[config.mk]
export PLATFORM = sky130hd
export DESIGN_NAME = seq_bus_arbiter
export DESIGN_NICKNAME = d
export VERILOG_FILES = /design/src/rtl/seq_bus_arbiter.sv
export SDC_FILE = /design/constraint.sdc
export NUM_CORES = 1
export LEC_CHECK = 0
export CELL_PAD_IN_SITES_DETAIL_PLACEMENT = 1
export CELL_PAD_IN_SITES_GLOBAL_PLACEMENT = 2
export CORE_MARGIN = 2
export CORE_UTILIZATION = 33
export DETAILED_ROUTE_END_ITERATION = 7
export GPL_TIMING_DRIVEN = 0
export PLACE_DENSITY_LB_ADDON = 0.1
export SETUP_SLACK_MARGIN = 0.05
export SLEW_MARGIN = 20
export SYNTH_ARGS = -nofsm -noshare
export SYNTH_HDL_FRONTEND = slang
export SYNTH_SLANG_ARGS = --single-unit
[constraint.sdc]
create_clock -name Clk -period 2.5 [get_ports Clk]
set_input_delay 0.25 -clock Clk [delete_from_list [all_inputs] [get_ports Clk]]
set_output_delay 0.25 -clock Clk [all_outputs]
set_load 0.03 [all_outputs]
[src/rtl/seq_bus_arbiter.sv]
// seq_bus_arbiter: round-robin burst scheduler for a shared tri-stated result bus with per-burst checksum.
// Optional feature macro REQ_DROP_ABORT_EN: dropping the granted Req during RUN ends the burst early with Abort.
module seq_bus_arbiter #(
    parameter int N_REQ = 4,
    parameter int BURST_LEN = 16,
    localparam int IDW = $clog2(N_REQ)
) (
    input  logic             Clk,
    input  logic             Rst,
    input  logic [N_REQ-1:0] Req,
    input  logic [7:0]       Bus_In,
    output logic [N_REQ-1:0] Sel,
    output logic             Init,
    output logic [IDW-1:0]   Grant_Id,
    output logic             Busy,
    output logic [15:0]      Sum,
    output logic             Done,
    output logic             Abort
);
    localparam int CW = (BURST_LEN > 1) ? $clog2(BURST_LEN) : 1;
    localparam logic [CW-1:0] LAST = CW'(BURST_LEN - 1);
    localparam logic [IDW-1:0] PTR_RST = IDW'(N_REQ - 1);
    localparam logic [N_REQ-1:0] ONE = N_REQ'(1);

    typedef enum logic [1:0] {IDLE, INIT, RUN, DRAIN} state_t;

    state_t state, state_nx;
    logic [IDW-1:0] ptr, pick, idx;
    logic [CW-1:0] cnt;
    logic [15:0] acc;
    logic early;

    // Select/init decode straight from state so a reset floats the unit bus immediately.
    assign Busy = (state != IDLE);
    assign Init = (state == INIT) || (state == DRAIN);
    assign Sel  = Busy ? (ONE << Grant_Id) : '0;

`ifdef REQ_DROP_ABORT_EN
    assign early = !Req[Grant_Id];
`else
    assign early = 1'b0;
`endif

    // Round-robin search upward from ptr+1; scanning backwards lets the highest-priority hit win.
    always_comb begin
        pick = ptr;
        idx = '0;
        for (int i = N_REQ; i >= 1; i--) begin
            idx = IDW'((int'(ptr) + i) % N_REQ);
            if (Req[idx]) pick = idx;
        end
    end

    // State register.
    always_ff @(posedge Clk or posedge Rst)
        if (Rst) state <= IDLE;
        else state <= state_nx;

    // Next-state: one init cycle, BURST_LEN run cycles (or fewer on an early exit), one drain cycle.
    always_comb begin
        state_nx = state;
        case (state)
            IDLE:    state_nx = (|Req) ? INIT : IDLE;
            INIT:    state_nx = RUN;
            RUN:     state_nx = (cnt == LAST || early) ? DRAIN : RUN;
            default: state_nx = IDLE;
        endcase
    end

    // Grant capture, beat counter, accumulator and the published checksum.
    always_ff @(posedge Clk or posedge Rst)
        if (Rst) begin
            Grant_Id <= '0;
            ptr <= PTR_RST;
            cnt <= '0;
            acc <= '0;
            Sum <= '0;
            Done <= 1'b0;
        end else begin
            Done <= 1'b0;
            case (state)
                IDLE: if (|Req) begin
                    Grant_Id <= pick;
                    ptr <= pick;
                end
                INIT: begin
                    acc <= '0;
                    cnt <= '0;
                end
                RUN: begin
                    cnt <= cnt + 1'b1;
                    if (cnt != '0) acc <= acc + {8'h00, Bus_In};
                end
                DRAIN: begin
                    Sum <= acc + {8'h00, Bus_In};
                    Done <= 1'b1;
                end
            endcase
        end

`ifdef REQ_DROP_ABORT_EN
    logic aborted, abort_q;

    // Remember an early exit from RUN so it can be flagged alongside Done.
    always_ff @(posedge Clk or posedge Rst)
        if (Rst) begin
            aborted <= 1'b0;
            abort_q <= 1'b0;
        end else begin
            abort_q <= (state == DRAIN) && aborted;
            if (state == INIT) aborted <= 1'b0;
            else if (state == RUN && early && cnt != LAST) aborted <= 1'b1;
        end

    assign Abort = abort_q;
`else
    assign Abort = 1'b0;
`endif
endmodule

# After elaboration in Yosys (flattened, before gate mapping)
# Cells that the tools add are included.
# op_classes
addsub,6
multipliers,0
div,0
n_lt_le_gt_ge,4
n_eq_ne,5
shifts,1
muxes,20
bitwise_logic,0
n_reduce_logical,8
# op_table
op,n
$pmux W16 S2,1
$add A16 B8 Y16,1
$mux W16,1
$lt A2 B3 Y1 const B,4
$bmux W1 S2,4
$mux W2,4
$pmux W4 S2,1
$mux W1,7
$pmux W2 S3,1
$add A2 B1 Y2 const B,2
$add A2 B2 Y2 const B,2
$add A4 B1 Y4 const B,1
$eq A2 B2 Y1 const B,2
$eq A4 B4 Y1 const B,1
$mux W4,1
$reduce_and A2 Y1,2
$reduce_bool A2 Y1,2
$reduce_bool A4 Y1,1
$reduce_or A4 Y1,1
$shl A1 B2 Y4 const A,1
$eq A2 B1 Y1 const B,1
$logic_not A2 Y1,1
$ne A2 B2 Y1 const B,1
$logic_or A1 B1 Y1,1
# totals
reg_bits,43
latch_bits,0
ram_bits,0
rom_bits,0
output_inout_bits,26
wordCells,51
mem_count,0

# Logic depth before layout (Yosys ltp)
# Gate-level depths: netlist of run 1.
# logic_depth
ltp_word,7
mapped_depth,8
mapped_depth_nobuf,7

# Worst setup path after synthesis of run 1
# OpenSTA, ideal clock, no wires.
# synth_timing
path_type,reg-to-reg
startpoint,register acc[0]
endpoint,register Sum[8]
setup_time_ns,0.125
arrival_ns,1.887
required_ns,2.375
slack_ns,0.488
stages_incl_launch_ff,8
path_buffers,0
synth_period_minus_slack_ns,2.012
cell_sequence,dfrtp_1 -> ha_1 -> fa_1 -> a211oi_1 -> o211ai_2 -> nand2_1 -> xnor2_1 -> mux2_2
# synth_via
elab_chain_cells,1
# synth_rtl
item,line,text
start: declaration,30,logic [15:0] acc;
start signal: assignment,92,"if (cnt != '0) acc <= acc + {8'h00, Bus_In};"
$add A16 B8 Y16,95,"Sum <= acc + {8'h00, Bus_In};"
end signal: assignment,95,
end: declaration,16,"output logic [15:0] Sum,"
# No other way between the ends.
# A chain may end at the register's enable or synchronous reset.

# Worst setup path in the final report of run 1
# layout_timing
startpoint,register state[0]
endpoint,output Init
# layout_via
elab_chain_cells,2
word_cells_on_any_way,3
cone_classes,2 x eq/ne; 1 x reduce/logical
# layout_rtl
item,line,text
start: declaration,27,"state_t state, state_nx;"
start signal: assignment,57,else state <= state_nx;
$eq A2 B1 Y1 or $eq A2 B2 Y1 (tied branches),35,assign Init = (state == INIT) || (state == DRAIN);
$logic_or A1 B1 Y1 *,35,
end: declaration,13,"output logic Init,"
# Mark *: on every way between the ends. The rest lies on a longest branch, timed or not.

==> out/results.ini, run 1 <==
[run_status]
status = finished, final reports clean

[worst_setup_path]
critPathSlowestCell = dfrtp_1
reg2reg_from = acc[0]
rr_endpoint = acc[10]
crit_chain = ha_1, clkbuf_2, buf_4, or2_2, dlygate4sd2_1
worstSetupEndpointType = output pin
required_ps = 2250
r2r_slack_ps = 260
cp_max_fo = 10
critPathMaxStageDelay_ps = 410
startpoint_type = register
path_class = reg -> out
cp.arrival_ps = 2080
reg2regPathDepth = 7

[placement]
pre_cts_ws_ps = -235
io_buffer_count = 38
gp_congestion = 0.807
place_hpwl_um = 4270
dp.cells = 377

[die]
die_area_um2 = 7830
die_width_um = 88.5
core-area_um2 = 6870
start_util = 0.343
dieHeight_um = 88.5
io_pins = 40
rows = 30

[logic_synthesis]
ys_types = 37
synth_compound_area_frac = 0.207
synth_most_common_cell = dfrtp_1
synth_top_family_by_area = compound AO/OA/AOI/OAI gates
postSynthCellCount = 242
synth.top_cell.area_share = 0.435
ys.flop_type = dfrtp_1
synth-simple-area-share = 0.139
ys_top_cells_by_count = dfrtp_1, a21oi_1, nand2_1, o21ai_0
synth_seq_cells = 43
synth_top_cell_by_area = dfrtp_1
yosys-top-cells-area = dfrtp_1, ha_1, a21oi_1, o21ai_0, mux2_2
synth.area.mux_share = 0.0335
synth.avg_cell_area_um2 = 9.74
synthArstFlopShare = 1.00
ys_warn_count = 0
synth_adder_area_share = 0.0828
synth_area_um2 = 2360
yosysSeqAreaShare = 0.458
synth.net_count = 271
synth_enable_flop_cells = 0
synth_xor_area_frac = 0.0372

[sta]
rsz0062_at_grt = no
relSlewSlack = 0.486
setup_viol = 0
setup_ws_ps = 171
fmax_ghz = 0.429
slew_viol_final = 0
hold_viol = 0
finalCriticalPeriod_ps = 2330
worst_hold_slack_ps = 254
fin_crit_sh = 0.932
clock_skew_ps = 8.41
tightestPinTransition_ps = 763

[global_routing]
grt_pass1_wl_um = 10100
grt-ovfl-total = 0
grt_pass1_vias = 2027
grt_use_total = 0.165
grt_max_degree = 28
antenna_found_initial = 0

[clock_network]
cts-buffers-inserted = 5
cts_hold_buf = 0
cts_root_buffer = clkbuf_8
cts_sinks = 43
post_cts_resized = 3
clkSlewWorstSetupHoldPaths_ps = 80
cts_tree = done
postCtsSetupBuffers = 0
clk_latency_ps = 300
cts_buffer_depth = 2
h-tree-depth = 2

[cells_and_area]
nets = 317
drive_above_1_share = 0.0934
area_delta_synth_final_pct = 26.5
fillers = 797
antenna_cells = 0
final_util = 0.434
stdcell_count = 385

[detailed_routing]
num_vias = 1980
vias_per_cell = 5.14
avgRoutedWirePerCell_um = 15.1
first_pass_iters = 4
wirelength_um = 5820
drc = 0
postRouteAntennaNets = 0
drt_iter0_markers = 50

[job]
drv_cap = 0

[hold_path]
hold_class = in -> async

[pwr]
leakagePower_nw = 1.26
ir_drop_mv = 0.491
p_total_mw = 3.93
pwr_density_cell_nw_per_um2 = 1320

per-stage QoR:
| stage | setup TNS [ps] | instance area [µm²] |
|---|---|---|
| finish | 0 | 2980 |
| global route | 0 | 2980 |
| CTS | 0 | 2970 |
| detailed placement | -700 | 2880 |
| global placement | -444 | 2860 |
| floorplan | 0 | 2360 |
per-layer routing:
| layer | vias up | GRT usage | part of all wire |
|---|---|---|---|
| met2 | 30 | 0.275 | 0.47 |
| met3 | 4 | 0.0326 | 0.030 |
| met5 | - | 0 | 0 |
| met1 | 981 | 0.222 | 0.49 |
| met4 | 0 | 0.0372 | 0.0081 |
| li1 | 965 | - | - |
worst max-delay path by stage:
stage               slack (ps)  cells after the start      from     end
floorplan                  490                      7    acc[0]  Sum[8]
global placement          -210                      5  state[0]    Init
detailed placement        -230                      5  state[0]    Init
CTS                         60                      5  state[0]    Init
global route                70                      5  state[0]    Init
finish                     170                      5  state[0]    Init
state kept, by name, indices dropped and copies added, names as in the netlist:
signal    flops
Done          1
Grant_Id      2
Sum          16
acc          16
cnt           4
ptr           2
state         2
critical path, delay by kind of cell, from the launching register on:
| kind | cells | cell delay [ps] |
|---|---|---|
| buf+inv | 3 | 860 |
| flops | 1 | 410 |
| simple gates | 1 | 310 |
| fa+ha+maj | 1 | 220 |
cell families (layout without fill, tap and decap cells):
kind of cell               after synthesis  in the layout
AOI/OAI and AO/OA                       76             76
and+or+nand+nor                         67             67
DFF                                     43             43
buffers and inverters                   23             70
adders and majority gates               15             15
xor gates and xnor gates                10             10
muxes                                    7              7
other                                    1              1
layout make-up:
class / instances / area (µm²) / share of cell area
Clock buffer: 8 / 80.1 / 0.0269
Timing Repair Buffer: 39 / 399 / 0.134
Tap cell: 96 / 120 / 0.0403
Multi-Input combinational cell: 176 / 1200 / 0.403
Sequential cell: 43 / 1080 / 0.362
Inverter: 14 / 52.6 / 0.0176
Buffer: 9 / 50.0 / 0.0168
report_power, final:
part | switching, mW | total [mW] | internal (mW)
Clock | 0.238 | 0.437 | 0.199
Sequential | 0.197 | 1.19 | 0.991
Combinational | 1.37 | 2.30 | 0.926
Total | 1.81 | 3.93 | 2.12
placed cells by master, fill, tap and decap left out, drive strengths merged, types with 3 or more instances in the layout:
cell type	Yosys	final
nand2	21	21
clkdlybuf4s50	0	37
or3	5	5
or4	4	4
dfrtp	41	41
inv	14	14
nor3b	3	3
xnor2	5	5
mux2	7	7
o31ai	4	4
buf	2	4
ha	14	14
nor2	14	14
o21ai	20	20
a31oi	6	6
nand3	10	10
a21o	3	3
a22o	6	6
o22ai	4	4
xor2	5	5
a21oi	21	21
o211ai	8	8
clkbuf	7	14
Power figures use the tool's default switching activity.
==> inputs of run 2 (changes only) <==
--- a/config.mk
+++ b/config.mk
@@ -5,13 +5,14 @@
 export SDC_FILE = /design/constraint.sdc
 export NUM_CORES = 1
 export LEC_CHECK = 0
+export ABC_AREA = 0
 export CELL_PAD_IN_SITES_DETAIL_PLACEMENT = 1
 export CELL_PAD_IN_SITES_GLOBAL_PLACEMENT = 2
 export CORE_MARGIN = 2
 export CORE_UTILIZATION = 33
 export DETAILED_ROUTE_END_ITERATION = 7
 export GPL_TIMING_DRIVEN = 0
-export PLACE_DENSITY_LB_ADDON = 0.1
+export PLACE_DENSITY = 0.77
 export SETUP_SLACK_MARGIN = 0.05
 export SLEW_MARGIN = 20
 export SYNTH_ARGS = -nofsm -noshare
==> run 2 against run 1 <==
Effect of this change:
- final area decreased by 0.25%
- sequential share of layout area rose by 0.091 points
- register-to-register slack about the same
- critical path depth unchanged
- power down 0.56%
- non-clock buffer count unchanged
- first-iteration DRC count decreased by 36%
- largest cell class unchanged
- largest power group unchanged
- highest routed layer unchanged
==> out/results.ini, run 2 (same netlist as run 1, synthesis figures left out) <==
[placement]
placed_area_um2 = 2880  ; unchanged
gp_congestion = 0.806  ; about the same
pre_cts_ws_ps = -247  ; -12.2 ps
place_hpwl_um = 4220  ; -1.3%
dp.cells = 377  ; unchanged
io_buffer_count = 38  ; unchanged

[worst_setup_path]
reg2regPathDepth = 7  ; unchanged
critPathMaxStageDelay_ps = 410  ; about the same
path_class = reg -> out
crit_chain = ha_1, buf_2, clkbuf_4, or2_2, dlygate4sd2_1
cp.arrival_ps = 2040  ; -40 ps
worstSetupEndpointType = output pin
startpoint_type = register
cp_max_fo = 10  ; unchanged
required_ps = 2250  ; about the same
critPathSlowestCell = dfrtp_1

[sta]
slew_viol_final = 0  ; unchanged
hold_viol = 0  ; unchanged
finalCriticalPeriod_ps = 2290  ; -39.1 ps
setup_viol = 0  ; unchanged
relSlewSlack = 0.496  ; +0.00992
setup_ws_ps = 210  ; +39.1 ps
clock_skew_ps = 7.22  ; -1.19 ps
worst_hold_slack_ps = 287  ; +32.9 ps
tightestPinTransition_ps = 748  ; -14.7 ps
fin_setup_tns_ps = 0  ; unchanged
rsz0062_at_grt = no
fin_crit_sh = 0.916  ; -0.0156
fmax_ghz = 0.437  ; +1.7%

[clock_network]
cts-buffers-inserted = 5  ; unchanged
cts_root_buffer = clkbuf_8
h-tree-depth = 2  ; unchanged
postCtsSetupBuffers = 0  ; unchanged
clk_latency_ps = 290  ; about the same
cts_hold_buf = 0  ; unchanged
clkSlewWorstSetupHoldPaths_ps = 80  ; about the same
cts_tree = done
cts_sinks = 43  ; unchanged
cts_buffer_depth = 2  ; unchanged

[cells_and_area]
drive_above_1_share = 0.0969  ; +0.00346
nets = 317  ; unchanged
antenna_cells = 0  ; unchanged
area_delta_synth_final_pct = 26.2
stdcell_count = 385  ; unchanged
layout_common_cells = dfrtp_1, clkdlybuf4s50_1, nand2_1, a21oi_1, o21ai_0
fin_area_um2 = 2970  ; -0.25%
mostFrequentLayoutCell = dfrtp_1
reg_top3 = Sum (16), acc (16), cnt (4)
final_util = 0.433  ; -0.00109
fillers = 795  ; -0.25%

[detailed_routing]
drt_iter0_markers = 32  ; -36%
first_pass_iters = 4  ; unchanged
avgRoutedWirePerCell_um = 14.8  ; -1.9%
vias_per_cell = 5.12  ; -0.40%
wirelength_um = 5710  ; -1.9%
drc = 0  ; unchanged
num_vias = 1972  ; -0.40%
postRouteAntennaNets = 0  ; unchanged

[die]
start_util = 0.343  ; unchanged
rows = 30  ; unchanged
die_area_um2 = 7830  ; unchanged
die_width_um = 88.5  ; unchanged
dieHeight_um = 88.5  ; unchanged
core-area_um2 = 6870  ; unchanged
io_pins = 40  ; unchanged

[run_status]
status = finished, final reports clean

[pwr]
p_comb_frac = 0.587  ; about the same
switchingPower_mw = 1.80  ; -0.75%
p_total_mw = 3.90  ; -0.56%
p_clk_frac = 0.111  ; about the same
p_int_mw = 2.11  ; -0.40%
p_sw_frac = 0.460  ; -0.000891
seqPwrFrac = 0.302  ; about the same
leakagePower_nw = 1.27  ; +0.12%
ir_drop_mv = 0.470  ; -4.3%
pwr_density_cell_nw_per_um2 = 1310  ; -0.31%

[global_routing]
antenna_found_initial = 0  ; unchanged
grt_pass1_vias = 2094  ; +3.3%
grt_pass1_wl_um = 9900  ; -1.6%
grt_use_total = 0.161  ; -0.00364
grt-ovfl-total = 0  ; unchanged
grt_max_degree = 24  ; -14%

[hold_path]
hold_class = in -> async

[job]
drv_cap = 0  ; unchanged

## run 2: changes by cell type in the layout (fill, tap and decap cells not counted)
cell | before | now
a31oi_2 | 0 | 1
buf_2 | 0 | 1
clkbuf_1 | 8 | 7
clkbuf_4 | 0 | 1
a31oi_4 | 1 | 0
clkinv_2 | 0 | 1
clkbuf_2 | 1 | 0
buf_4 | 2 | 1
## run 2: area by class of cell
type | instances | area [µm²] | share of cell area
multi-input combinational | 176 | 1190 | 0.401
sequential | 43 | 1080 | 0.363
timing repair buffer | 39 | 399 | 0.134
tap | 96 | 120 | 0.0404
clock buffer | 7 | 76.3 | 0.0257
inverter | 14 | 52.6 | 0.0177
buffer | 9 | 50.0 | 0.0168
clock inverter | 1 | 5.00 | 0.00168
## run 2: metal layers
layer / vias to the layer above / GRT usage / routed length, µm
met1: 971 / 0.219 / 2850
met5: - / 0 / 0
met4: 0 / 0.0289 / 37
met2: 28 / 0.271 / 2660
met3: 4 / 0.0317 / 163
li1: 969 / - / -
## run 2: worst max-delay path: cells and delay by family, from the launching register on
family	cells	cell delay (ps)
flip-flops	1	410
AND/OR/NAND/NOR	1	310
adder cells (fa/ha/maj)	1	220
buffers and inverters	3	810
## run 2: power by group through the flow
stage | sequential (mW) | clock, mW | combinational, mW
floorplan | 1.47 | 0 | 1.23
global placement | 1.19 | 0 | 2.27
detailed placement | 1.20 | 0 | 2.31
CTS | 1.19 | 0.459 | 2.32
global route | 1.23 | 0.490 | 2.54
finish | 1.18 | 0.434 | 2.29
## run 2: timing repair
item                                    4_1_cts  5_1_grt
endpoints found under the setup margin        1        5
cloned                                        0        0
resized for setup                             3        4
## run 2: path summary, 6_finish.rpt
check / from / slack (ps) / endpoint
max: state[0] / 210 / Init
min: Rst / 290 / Sum[13]
max reg2reg: acc[0] / 270 / acc[10]
min reg2reg: acc[2] / 490 / acc[2]
max in group asynchronous: Rst / 1650 / ptr[1]
min in group Clk: acc[2] / 490 / acc[2]
